<file path="config.mk">
export PLATFORM = sky130hd
export DESIGN_NAME = seq_op_engine_flat
export DESIGN_NICKNAME = d
export VERILOG_FILES = /design/src/rtl/seq_op_engine_pkg.sv /design/src/rtl/seq_op_engine_if.sv /design/src/rtl/seq_op_engine_ctrl.sv /design/src/rtl/seq_op_engine.sv /design/src/flat_wrapper.sv
export SDC_FILE = /design/constraint.sdc
export NUM_CORES = 1
export LEC_CHECK = 0
export ABC_AREA = 1
export CAP_MARGIN = 20
export CORE_AREA = 2 2 100 102
export CTS_BUF_LIST = sky130_fd_sc_hd__clkbuf_8
export CTS_CLUSTER_SIZE = 16
export DETAILED_ROUTE_END_ITERATION = 10
export DIE_AREA = 0 0 102 104
export PLACE_DENSITY = 0.66
export SLEW_MARGIN = 25
export SYNTH_ARGS = -nofsm -noshare
export SYNTH_HDL_FRONTEND = slang
export SYNTH_SLANG_ARGS = --single-unit
</file>
<file path="constraint.sdc">
create_clock -name clk -period 4.8 [get_ports clk]
set_input_delay 0.96 -clock clk [delete_from_list [all_inputs] [get_ports clk]]
set_output_delay 0.96 -clock clk [all_outputs]
set_load 0.05 [all_outputs]
</file>
<file path="src/rtl/seq_op_engine_pkg.sv">
// Shared types for seq_op_engine: operating modes and controller states.
package seq_op_engine_pkg;

  typedef enum logic [1:0] {
    MODE_SUM = 2'd0,
    MODE_MUL = 2'd1,
    MODE_GCD = 2'd2,
    MODE_ILL = 2'd3
  } mode_e;

  typedef enum logic [1:0] {
    S_IDLE = 2'd0,
    S_RUN  = 2'd1,
    S_DONE = 2'd2
  } state_e;

endpackage

</file>
<file path="src/rtl/seq_op_engine_if.sv">
// Start/busy/done handshake bundle between a host (master) and seq_op_engine (slave).
interface seq_op_engine_if
  import seq_op_engine_pkg::*;
#(
  parameter int WIDTH     = 8,
  parameter int ACC_WIDTH = 16
);

  logic                 start;
  mode_e                mode;
  logic [WIDTH-1:0]     a_in;
  logic [WIDTH-1:0]     b_in;
  logic                 busy;
  logic                 done;
  logic [ACC_WIDTH-1:0] result;
  logic                 error;

  modport master (
    output start, mode, a_in, b_in,
    input  busy, done, result, error
  );

  modport slave (
    input  start, mode, a_in, b_in,
    output busy, done, result, error
  );

endinterface

</file>
<file path="src/rtl/seq_op_engine_ctrl.sv">
// Controller FSM: decides termination from datapath flags and issues load/step/finish
// strobes plus ALU operand select and subtract enables.
module seq_op_engine_ctrl
  import seq_op_engine_pkg::*;
(
  input  logic  clk,
  input  logic  reset,
  input  logic  start,
  input  mode_e mode,
  input  logic  x_zero,
  input  logic  y_zero,
  input  logic  x_eq_y,
  output logic  busy,
  output logic  done,
  output logic  load_en,
  output logic  step_en,
  output logic  finish_en,
  output logic  alu_sub,
  output logic  add_sel_x
);

  state_e state_q, state_d;
  logic   busy_q, busy_d;
  logic   done_q, done_d;
  logic   term;

  assign alu_sub   = (mode == MODE_GCD);
  assign add_sel_x = (mode == MODE_MUL);
  assign busy      = busy_q;
  assign done      = done_q;

  always_comb begin
    term = 1'b1;
    case (mode)
      MODE_SUM, MODE_MUL: term = y_zero;
      MODE_GCD:           term = x_zero | y_zero | x_eq_y;
      default:            term = 1'b1;
    endcase

    state_d   = state_q;
    load_en   = 1'b0;
    step_en   = 1'b0;
    finish_en = 1'b0;
    case (state_q)
      S_IDLE: begin
        if (start) begin
          state_d = S_RUN;
          load_en = 1'b1;
        end
      end
      S_RUN: begin
        if (term) begin
          state_d   = S_DONE;
          finish_en = 1'b1;
        end else begin
          step_en = 1'b1;
        end
      end
      S_DONE:  state_d = S_IDLE;
      default: state_d = S_IDLE;
    endcase

    // Status outputs are registered from the next state so they line up with it.
    busy_d = (state_d != S_IDLE);
    done_d = (state_d == S_DONE);
  end

  always_ff @(posedge clk) begin
    if (reset) begin
      state_q <= S_IDLE;
      busy_q  <= 1'b0;
      done_q  <= 1'b0;
    end else begin
      state_q <= state_d;
      busy_q  <= busy_d;
      done_q  <= done_d;
    end
  end

endmodule

</file>
<file path="src/rtl/seq_op_engine.sv">
// Multi-mode sequential arithmetic engine (SUM / MUL / GCD) with one shared add/sub ALU.
// Define SEQ_OP_ENGINE_SAT_EN to clamp accumulator overflow and report it through error.
module seq_op_engine
  import seq_op_engine_pkg::*;
#(
  parameter int WIDTH     = 8,
  parameter int ACC_WIDTH = 16
) (
  input logic           clk,
  input logic           reset,
  seq_op_engine_if.slave bus
);

  typedef logic [ACC_WIDTH-1:0] acc_t;
  typedef logic [ACC_WIDTH:0]   alu_t;

  mode_e            mode_q, mode_d;
  logic [WIDTH-1:0] x_q, x_d;
  logic [WIDTH-1:0] y_q, y_d;
  acc_t             acc_q, acc_d;
  acc_t             result_q, result_d;
  logic             error_q, error_d;

  logic x_zero, y_zero, x_eq_y, x_gt_y;
  logic load_en, step_en, finish_en, alu_sub, add_sel_x;
  logic mode_err;
  alu_t alu_a, alu_b, alu_res;
  acc_t acc_next;

`ifdef SEQ_OP_ENGINE_SAT_EN
  logic ovf_q, ovf_d;
`else
  logic unused_carry;
`endif

  seq_op_engine_ctrl u_ctrl (
    .clk       (clk),
    .reset     (reset),
    .start     (bus.start),
    .mode      (mode_q),
    .x_zero    (x_zero),
    .y_zero    (y_zero),
    .x_eq_y    (x_eq_y),
    .busy      (bus.busy),
    .done      (bus.done),
    .load_en   (load_en),
    .step_en   (step_en),
    .finish_en (finish_en),
    .alu_sub   (alu_sub),
    .add_sel_x (add_sel_x)
  );

  assign x_zero   = (x_q == '0);
  assign y_zero   = (y_q == '0);
  assign x_eq_y   = (x_q == y_q);
  assign x_gt_y   = (x_q > y_q);
  assign mode_err = (mode_q == MODE_ILL) || ((mode_q == MODE_GCD) && x_zero && y_zero);

  // GCD always subtracts the smaller register from the larger one.
  assign alu_a   = alu_sub ? (x_gt_y ? alu_t'(x_q) : alu_t'(y_q)) : alu_t'(acc_q);
  assign alu_b   = alu_sub ? (x_gt_y ? alu_t'(y_q) : alu_t'(x_q))
                           : (add_sel_x ? alu_t'(x_q) : alu_t'(y_q));
  assign alu_res = alu_sub ? (alu_a - alu_b) : (alu_a + alu_b);

`ifdef SEQ_OP_ENGINE_SAT_EN
  assign acc_next = alu_res[ACC_WIDTH] ? '1 : alu_res[ACC_WIDTH-1:0];
`else
  assign acc_next     = alu_res[ACC_WIDTH-1:0];
  assign unused_carry = alu_res[ACC_WIDTH];
`endif

  always_comb begin
    mode_d   = mode_q;
    x_d      = x_q;
    y_d      = y_q;
    acc_d    = acc_q;
    result_d = result_q;
    error_d  = error_q;
`ifdef SEQ_OP_ENGINE_SAT_EN
    ovf_d    = ovf_q;
`endif

    if (load_en) begin
      mode_d   = bus.mode;
      x_d      = (bus.mode == MODE_SUM) ? '0 : bus.a_in;
      y_d      = (bus.mode == MODE_SUM) ? bus.a_in : bus.b_in;
      acc_d    = '0;
      result_d = '0;
      error_d  = 1'b0;
`ifdef SEQ_OP_ENGINE_SAT_EN
      ovf_d    = 1'b0;
`endif
    end

    if (step_en) begin
      if (mode_q == MODE_GCD) begin
        if (x_gt_y) x_d = alu_res[WIDTH-1:0];
        else        y_d = alu_res[WIDTH-1:0];
      end else begin
        acc_d = acc_next;
        y_d   = y_q - WIDTH'(1);
`ifdef SEQ_OP_ENGINE_SAT_EN
        ovf_d = ovf_q | alu_res[ACC_WIDTH];
`endif
      end
    end

    // At termination of GCD, X|Y is X when equal and the non-zero operand otherwise.
    if (finish_en) begin
      result_d = (mode_q == MODE_GCD) ? acc_t'(x_q | y_q) : acc_q;
`ifdef SEQ_OP_ENGINE_SAT_EN
      error_d  = mode_err | ovf_q;
`else
      error_d  = mode_err;
`endif
    end
  end

  always_ff @(posedge clk) begin
    if (reset) begin
      mode_q   <= MODE_SUM;
      x_q      <= '0;
      y_q      <= '0;
      acc_q    <= '0;
      result_q <= '0;
      error_q  <= 1'b0;
`ifdef SEQ_OP_ENGINE_SAT_EN
      ovf_q    <= 1'b0;
`endif
    end else begin
      mode_q   <= mode_d;
      x_q      <= x_d;
      y_q      <= y_d;
      acc_q    <= acc_d;
      result_q <= result_d;
      error_q  <= error_d;
`ifdef SEQ_OP_ENGINE_SAT_EN
      ovf_q    <= ovf_d;
`endif
    end
  end

  assign bus.result = result_q;
  assign bus.error  = error_q;

endmodule

</file>
<file path="src/flat_wrapper.sv">
// flat-port wrapper written by rule: the top's interface ports become plain ports
module seq_op_engine_flat import seq_op_engine_pkg::*;
#(
  parameter int WIDTH     = 8,
  parameter int ACC_WIDTH = 16
)
  (clk, reset, bus_start, bus_mode, bus_a_in, bus_b_in, bus_busy, bus_done, bus_result, bus_error);
  seq_op_engine_if #(.WIDTH(WIDTH), .ACC_WIDTH(ACC_WIDTH)) bus_i ();
  input logic clk;
  input logic reset;
  input wire logic [$bits(bus_i.start)-1:0] bus_start;
  input wire logic [$bits(bus_i.mode)-1:0] bus_mode;
  input wire logic [$bits(bus_i.a_in)-1:0] bus_a_in;
  input wire logic [$bits(bus_i.b_in)-1:0] bus_b_in;
  output wire logic [$bits(bus_i.busy)-1:0] bus_busy;
  output wire logic [$bits(bus_i.done)-1:0] bus_done;
  output wire logic [$bits(bus_i.result)-1:0] bus_result;
  output wire logic [$bits(bus_i.error)-1:0] bus_error;
  assign bus_i.start = bus_start;
  assign bus_i.mode = bus_mode;
  assign bus_i.a_in = bus_a_in;
  assign bus_i.b_in = bus_b_in;
  assign bus_busy = bus_i.busy;
  assign bus_done = bus_i.done;
  assign bus_result = bus_i.result;
  assign bus_error = bus_i.error;
  seq_op_engine #(.WIDTH(WIDTH), .ACC_WIDTH(ACC_WIDTH)) u_core (.clk(clk), .reset(reset), .bus(bus_i));
endmodule
</file>
# Word-level counts from Yosys, hierarchy flattened
# Index checks and enable logic that the tools add are counted.
totals:
  register_bits: 55
  inputBits: 21
  output_inout_bits: 19
  word_cells: 67
classes:
  addsub: 3
  order_cmp: 1
  n_eq_ne: 6
  mux: 34
  bitwise_logic: 3
  reduce_logical: 11
op_table:
  columns: ["cell", "n"]
  rows:
  - ["$mux W16", 9]
  - ["$mux W8", 13]
  - ["$add A16 B16 Y16", 1]
  - ["$logic_not A8 Y1", 2]
  - ["$sub A16 B16 Y16", 1]
  - ["$eq A8 B8 Y1", 1]
  - ["$gt A8 B8 Y1", 1]
  - ["$mux W1", 8]
  - ["$or A8 B8 Y8", 1]
  - ["$sub A8 B1 Y8 const B", 1]
  - ["$eq A2 B2 Y1 const B", 3]
  - ["$logic_not A2 Y1", 3]
  - ["$eq A2 B1 Y1 const B", 2]
  - ["$mux W2", 2]
  - ["$pmux W2 S2", 1]
  - ["$reduce_bool A2 Y1", 2]
  - ["$logic_and A1 B1 Y1", 2]
  - ["$or A1 B1 Y1", 2]
  - ["$pmux W1 S2", 1]
  - ["$reduce_or A2 Y1", 1]
  - ["$logic_or A1 B1 Y1", 1]

# Depth between registers and ports, before layout
# Gate-level depths: netlist of the first run.
logic_depth:
  word_depth: 8
  mapped_depth: 30
  mapped_depth_nobuf: 30

# Modules after synthesis
# Synthesis of the first run repeated with hierarchy kept, for this count alone.
hier_totals:
  cells_unflattened: 672
  area_unflattened_um2: 4409.2
modules_own_cells:
  columns: ["mod", "n_inst", "cells_per_inst", "area_per_inst_um2", "seq_area_each_um2"]
  rows:
  - ["seq_op_engine", 1, 643, 4226.6, 1021.0]
  - ["seq_op_engine_ctrl", 1, 29, 182.7, 80.1]

# Worst setup path after synthesis of the first run
# No wires, ideal clock.
synth_path:
  path_type: "reg-to-reg"
  start: "register u_core.y_q[5]"
  end: "register u_core.acc_q[12]"
  setup_time_ns: 0.132
  arrival_ns: 3.281
  t_required_ns: 4.668
  setup_slack_ns: 1.387
  path_stages_with_launch: 25
  n_path_buf: 1
  period_less_slack_ns: 3.413
  path_cell_list: "dfxtp_1 -> inv_1 -> ha_1 -> nor2_1 -> nand3_1 -> inv_1 -> nand2_1 -> nand2_2 -> nand2_1 -> nand2_1 -> inv_1 -> buf_2 -> a21oi_1 -> inv_1 -> fa_1 -> nand3b_1 -> nand2_1 -> nand2_1 -> nand3_1 -> nand2_1 -> nand2_1 -> a21boi_0 -> or2_2 -> nand3_1 -> a21oi_1"
synth_via:
  elab_chain_len: 7
  elab_cells_between_ends: 18
  classes_between: "2 x add/sub; 1 x order compare; 1 x eq/ne; 11 x mux; 2 x bitwise; 1 x reduce/logical"
synth_lines:
  columns: ["element", "line_no", "source"]
  rows:
  - ["from (decl)", "seq_op_engine.sv:19", "logic [WIDTH-1:0] y_q, y_d;"]
  - ["from (signal assigned)", "seq_op_engine.sv:133", "y_q <= y_d;"]
  - ["$gt A8 B8 Y1 / $logic_not A8 Y1 (equally long branches)", "seq_op_engine.sv:56, seq_op_engine.sv:54", null]
  - ["$mux W8 (tied with other cells)", "seq_op_engine.sv:60", "assign alu_a = alu_sub ? (x_gt_y ? alu_t'(x_q) : alu_t'(y_q)) : alu_t'(acc_q);"]
  - ["$mux W16 (tied with other cells)", "seq_op_engine.sv:60", null]
  - ["$add A16 B16 Y16 (tied with other cells)", "seq_op_engine.sv:63", "assign alu_res = alu_sub ? (alu_a - alu_b) : (alu_a + alu_b);"]
  - ["$mux W16 / $mux W1 (equally long branches)", "seq_op_engine.sv:63, seq_op_engine_ctrl.sv:52", null]
  - ["$mux W16 / $mux W1 (equally long branches)", "seq_op_engine.sv:96, seq_op_engine_ctrl.sv:44", null]
  - ["$mux W16 (*)", "seq_op_engine.sv:95", "if (step_en) begin"]
  - ["to (signal assigned)", "seq_op_engine.sv:124", "acc_q <= '0;"]
  - ["to (signal assigned)", "seq_op_engine.sv:134", "acc_q <= acc_d;"]
  - ["to (decl)", "seq_op_engine.sv:20", "acc_t acc_q, acc_d;"]
# Mark *: on every way between the ends. The rest lies on a longest branch, timed or not.
# A chain may end at the register's enable or synchronous reset.

# Worst setup path in the final report of the first run
layout_path:
  start: "register u_core.x_q[3]"
  end: "register u_core.acc_q[10]"
layout_via:
  elab_chain_len: 7
  elab_cells_between_ends: 18
  classes_between: "2 x add/sub; 1 x order compare; 1 x eq/ne; 11 x mux; 2 x bitwise; 1 x reduce/logical"
layout_lines:
  columns: ["element", "line_no", "source"]
  rows:
  - ["from (decl)", "seq_op_engine.sv:18", "logic [WIDTH-1:0] x_q, x_d;"]
  - ["from (signal assigned)", "seq_op_engine.sv:122", "x_q <= '0;"]
  - ["from (signal assigned)", "seq_op_engine.sv:132", "x_q <= x_d;"]
  - ["$gt A8 B8 Y1 / $logic_not A8 Y1 (equally long branches)", "seq_op_engine.sv:56, seq_op_engine.sv:53", null]
  - ["$mux W8 (tied with other cells)", "seq_op_engine.sv:60", null]
  - ["$mux W16 (tied with other cells)", "seq_op_engine.sv:60", null]
  - ["$add A16 B16 Y16 (tied with other cells)", "seq_op_engine.sv:63", null]
  - ["$mux W16 / $mux W1 (equally long branches)", "seq_op_engine.sv:63, seq_op_engine_ctrl.sv:52", null]
  - ["$mux W16 / $mux W1 (equally long branches)", "seq_op_engine.sv:96, seq_op_engine_ctrl.sv:44", null]
  - ["$mux W16 (*)", "seq_op_engine.sv:95", null]
# Marks and branches as above.

==> results by stage, run 1 <==
Status:
- The run finished with clean final reports.

Floorplanning:
- The vertical die dimension is 104 um.
- 40 I/O pins were placed.
- The starting density of the core is 0.441.
- The floorplan has 36 rows.
- The die covers between 10000 and 15000 sq um.
- The standard cell core area is 9550 sq um.
- Measured along the x axis, the die boundary spans 102 um.

Detailed routing:
- The antenna violation net count after detailed routing is 0.
- For this block, the routed nets add up to about 13000 um of wire.
- The first routing iteration left between 300 and 400 violations.
- The detailed-route wire length per cell is 16.2 um.
- The overall via count from detail_route is 4446.
- In the routed design, unresolved DRC markers number 0.
- In the routed layout, each cell is associated on average with a via count of 5.46.
- The first TritonRoute pass finished after 5 iterations.

Placement:
- After detailed placement, the design holds a cell count of just over 800.
- The half-perimeter wire length after detailed placement is 9880 um.
- In this run the tool buffered the top-level ports with 39 buffer cells.
- The routability-driven placement congestion ratio is 0.929.
- After detailed placement, the total cell area comes to ~4700 sq um.

Finish:
- The number of nets in the finished design is 736.
- The filler cells instantiated in the layout total 1013.
- The final core area utilization is 0.501.
- The finished cells cover 4780 sq um.
- Once layout is complete, the cells apart from fillers number 814.
- The count of inserted antenna diode cells is 0.
- The area growth from synthesis to layout is 13.7%.
- In the final layout, the share of cells above drive strength 1 is 0.0543.

CTS:
- The clock reaches the later pin of the worst-skew pair after approximately 0.34 ns.
- The clock slew seen by the registers of the worst setup and hold paths is 0.11 ns.
- The H-tree depth reported by CTS is 2.
- The number of sinks on the clock net is 55.
- The worst-case clock buffer depth is 2.
- Clock tree synthesis selected as its root buffer the cell sky130_fd_sc_hd__clkbuf_8.
- Buffers inserted during clock tree synthesis total 5.
- The TritonCTS clock tree is yes.

STA:
- The count of pins over their slew limit came to 0.
- The clock arrives with 0.0149 ns of skew.
- In the finished design, the share of the clock period the worst path needs comes to 0.899.
- The slew at the pin closest to its max-slew limit is around 0.93 ns.
- The setup TNS is 0 ns.
- Setup repair after global routing left no endpoint under its margin.
- Setup violations remaining at the end of the flow were counted as 0.
- The worst slew slack as a fraction of its limit is 0.376.
- For this run, the top clock speed supported by timing is 232 MHz.
- The time the final worst path needs with I/O delays and setup is 4.31 ns.
- The final count of hold timing violations is 0.

Power and ir drop:
- Of the total power, the clock network draws 0.129.
- The total net switching power is 1190 uW.
- The completed layout was analyzed and its total power is approximately 2300 uW.
- The proportion of power drawn by flip-flops and latches is 0.243.
- The standby leakage power is about 0.0021 uW.
- The proportion of total power due to net switching is 0.527.
- The power density over cell area is 473 nW/um^2.
- The worst vdd rail ir drop is 0.184 mV.
- The combinational share of power is 0.628.
- The internal power summed over all cells is 1070 uW.

Logic synthesis:
- The post-synthesis cell type with the largest combined area is sky130_fd_sc_hd__dfxtp_1.
- Of the post-synthesis cell area, the dominant cell type holds 0.262.
- The synthesized-area fraction occupied by adder cells is 0.106.
- Among all flip-flop cells after synthesis, the most frequent one is sky130_fd_sc_hd__dfxtp_1.
- The count of warnings emitted by yosys is 0.
- The area fraction in and, or, nand and nor cells after synthesis is 0.316.
- The number of nets in the synthesized netlist is 710.
- The synthesized-area fraction occupied by ao, oa, aoi and oai cells was 0.194.
- The sequential-to-total area share from yosys stat is 0.262.
- Ranked by total cell area, the synthesized netlist is headed by sky130_fd_sc_hd__dfxtp_1 26%, sky130_fd_sc_hd__nand2_1 13%, sky130_fd_sc_hd__ha_1 10%.
- Of the total synthesized cell area, the portion taken by XOR and XNOR cells is 0.0250.
- In the synthesized netlist the async set-or-reset flop fraction comes to 0.
- The cell area that synthesis handed to floorplanning was ~4200 sq um.
- Dividing the synthesized area by the synthesized cell count gives approximately 6.4 sq um.
- The distinct cell type count of the synthesized netlist is 39.
- By area, the combinational part of the netlist is dominated by simple AND/OR/NAND/NOR gates.
- The total of flip-flops plus latches after synthesis is 55.
- The share of cell area taken by muxes after synthesis is 0.
- In this run, synthesis inferred 0 flip-flops with an integrated enable.
- The number of instances in the synthesized netlist is between 600 and 700.

Worst setup path:
- The most critical setup path has its startpoint at u_core.x_q[3].
- The endpoint identified for the worst register-to-register timing path is u_core.acc_q[10].
- The kind of end point of the critical path is a register.
- STA classifies the critical path startpoint as a register.
- In this run the worst setup path terminates at u_core.acc_q[10].
- Across all register-to-register paths, the minimum setup slack is 0.49 ns.
- The critical setup path kind is register to register.
- The number of cells on the worst reg-to-reg path is 24.
- The signal arrival time at the worst endpoint is 4.60 ns.
- The required arrival time at the worst endpoint is 5.09 ns.
- The reg-to-reg startpoint is u_core.x_q[3].
- Along the worst path, the maximum fanout reaches 9.

Min path:
- The min-delay analysis places its worst path in the category register to register.
- The startpoint identified for the worst hold timing path is u_core.bus.error.

GRT:
- The via count of the first global-routing pass came to 4202.
- The all-layer global routing usage is 0.255.
- The initial antenna violation count is 0.
- Global routing finished with a remaining overflow of 0.
- The first global-routing pass estimated between 20000 and 25000 um of wire.
- The pin count of the biggest net entering global routing is 37.

Job:
- Across the run, the number of max-cap violations was 0.
[repair_timing]
| item | 4_1_cts | 5_1_grt |
|---|---|---|
| endpoints found under the setup margin | 0 | 1 |
| gates resized for setup | 0 | 1 |
| buffers inserted | 0 | 0 |
| hold buffers | 0 | 0 |
[logic make-up (layout without fill, tap and decap cells)]
family | Yosys count | count (layout)
and+or+nand+nor | 302 | 302
AOI/OAI and AO/OA | 146 | 146
adders and majority gates | 35 | 35
buffers and inverters | 104 | 131
DFF | 55 | 55
xor gates and xnor gates | 12 | 12
[synthesized netlist by cell type (5+ instances only)]
cell type / n
sky130_fd_sc_hd__a21oi_1: 59
sky130_fd_sc_hd__buf_2: 6
sky130_fd_sc_hd__o21ai_0: 49
sky130_fd_sc_hd__nor2_4: 6
sky130_fd_sc_hd__inv_1: 74
sky130_fd_sc_hd__a221oi_1: 6
sky130_fd_sc_hd__xor2_1: 9
sky130_fd_sc_hd__o22ai_1: 8
sky130_fd_sc_hd__inv_2: 5
sky130_fd_sc_hd__nand2_1: 142
sky130_fd_sc_hd__ha_1: 34
sky130_fd_sc_hd__clkbuf_1: 13
sky130_fd_sc_hd__nor2_1: 64
sky130_fd_sc_hd__nor3_1: 5
sky130_fd_sc_hd__nand3_1: 66
sky130_fd_sc_hd__dfxtp_1: 55
[flip-flops by register name (all words and copies together) (netlist names)]
signal,flops
u_core.acc_q,16
u_core.bus.result,16
u_core.x_q,8
u_core.y_q,8
u_core.mode_q,2
u_core.u_ctrl.state_q,2
u_core.bus.error,1
u_core.u_ctrl.busy,1
u_core.u_ctrl.done,1
[stage by stage]
| stage | setup slack (ns) | hold slack (ns) |
|---|---|---|
| floorplan | 1.39 | 0.453 |
| global placement | 0.617 | 0.451 |
| detailed placement | 0.573 | 0.452 |
| CTS | 0.540 | 0.469 |
| global route | 0.0486 | 0.488 |
| finish | 0.485 | 0.468 |
[worst min-delay path by stage]
stage          depth (start not counted)  slack, ns                    to
3_5_place_dp                           2       0.45      u_core.bus.error
6_report                               2       0.47      u_core.bus.error
3_3_place_gp                           2       0.45      u_core.bus.error
2_1_floorplan                          2       0.45       u_core.acc_q[0]
4_1_cts                                2       0.47      u_core.bus.error
5_1_grt                                2       0.49  u_core.bus.result[4]
[layout make-up]
type / instances / area [sq um] / area share
Clock buffer: 5 / 68.8 / 0.0144
Clock inverter: 3 / 25.0 / 0.00523
Inverter: 80 / 300 / 0.0628
Multi-Input combinational cell: 495 / 2700 / 0.565
Sequential cell: 55 / 1100 / 0.230
Tap cell: 133 / 166 / 0.0348
Timing Repair Buffer: 43 / 420 / 0.0879
[critical path, stage by stage, from the launching register on]
cell                       delay [ns]
sky130_fd_sc_hd__dfxtp_1         0.46
sky130_fd_sc_hd__inv_1           0.16
sky130_fd_sc_hd__ha_1            0.34
sky130_fd_sc_hd__nor2_1          0.14
sky130_fd_sc_hd__nand2_1         0.08
sky130_fd_sc_hd__nor2_2          0.17
sky130_fd_sc_hd__nor2_4          0.07
sky130_fd_sc_hd__nand2_2         0.19
sky130_fd_sc_hd__inv_2           0.13
sky130_fd_sc_hd__nand2_1         0.08
sky130_fd_sc_hd__nand3_1         0.18
sky130_fd_sc_hd__nor2_2          0.19
sky130_fd_sc_hd__nand3_4         0.16
sky130_fd_sc_hd__nor2_1          0.14
sky130_fd_sc_hd__ha_1            0.24
sky130_fd_sc_hd__o21ai_0         0.19
sky130_fd_sc_hd__ha_1            0.31
sky130_fd_sc_hd__a21oi_1         0.25
sky130_fd_sc_hd__o21ai_0         0.15
sky130_fd_sc_hd__o21bai_1        0.21
sky130_fd_sc_hd__a21oi_1         0.13
sky130_fd_sc_hd__o21ai_0         0.10
sky130_fd_sc_hd__nand2_1         0.07
sky130_fd_sc_hd__nand3_1         0.07
sky130_fd_sc_hd__inv_1           0.08
[metal layers]
| layer | share of wire | track usage |
|---|---|---|
| met4 | 0.016 | 0.0686 |
| met1 | 0.46 | 0.368 |
| met5 | 0 | 0 |
| met2 | 0.44 | 0.398 |
| met3 | 0.079 | 0.0316 |
[power by group through the flow]
stage	clock, uW	combinational (uW)	sequential (uW)
2_1_floorplan	0	1020	567
3_3_place_gp	0	1380	558
3_5_place_dp	0	1390	560
4_1_cts	296	1400	550
5_1_grt	311	1600	557
6_report	292	1420	551
[placed cells by master, fill, tap and decap left out, drive strengths merged, types with 4 or more instances in the layout]
cell,instances
clkdlybuf4s50,39
nor2,73
nand3,67
nor3,5
xor2,9
or2,6
a221oi,6
clkbuf,5
o21ai,53
a22oi,5
nand2,146
o22ai,8
dfxtp,55
inv,81
a21oi,59
o21bai,4
ha,34
buf,4
(Power assumes the default switching activity.)
==> run 2, diff against run 1 <==
SLEW_MARGIN = 15   (was 25)
==> results of run 2 <==
Final layout, timing and power as in run 1 (identical DEF).
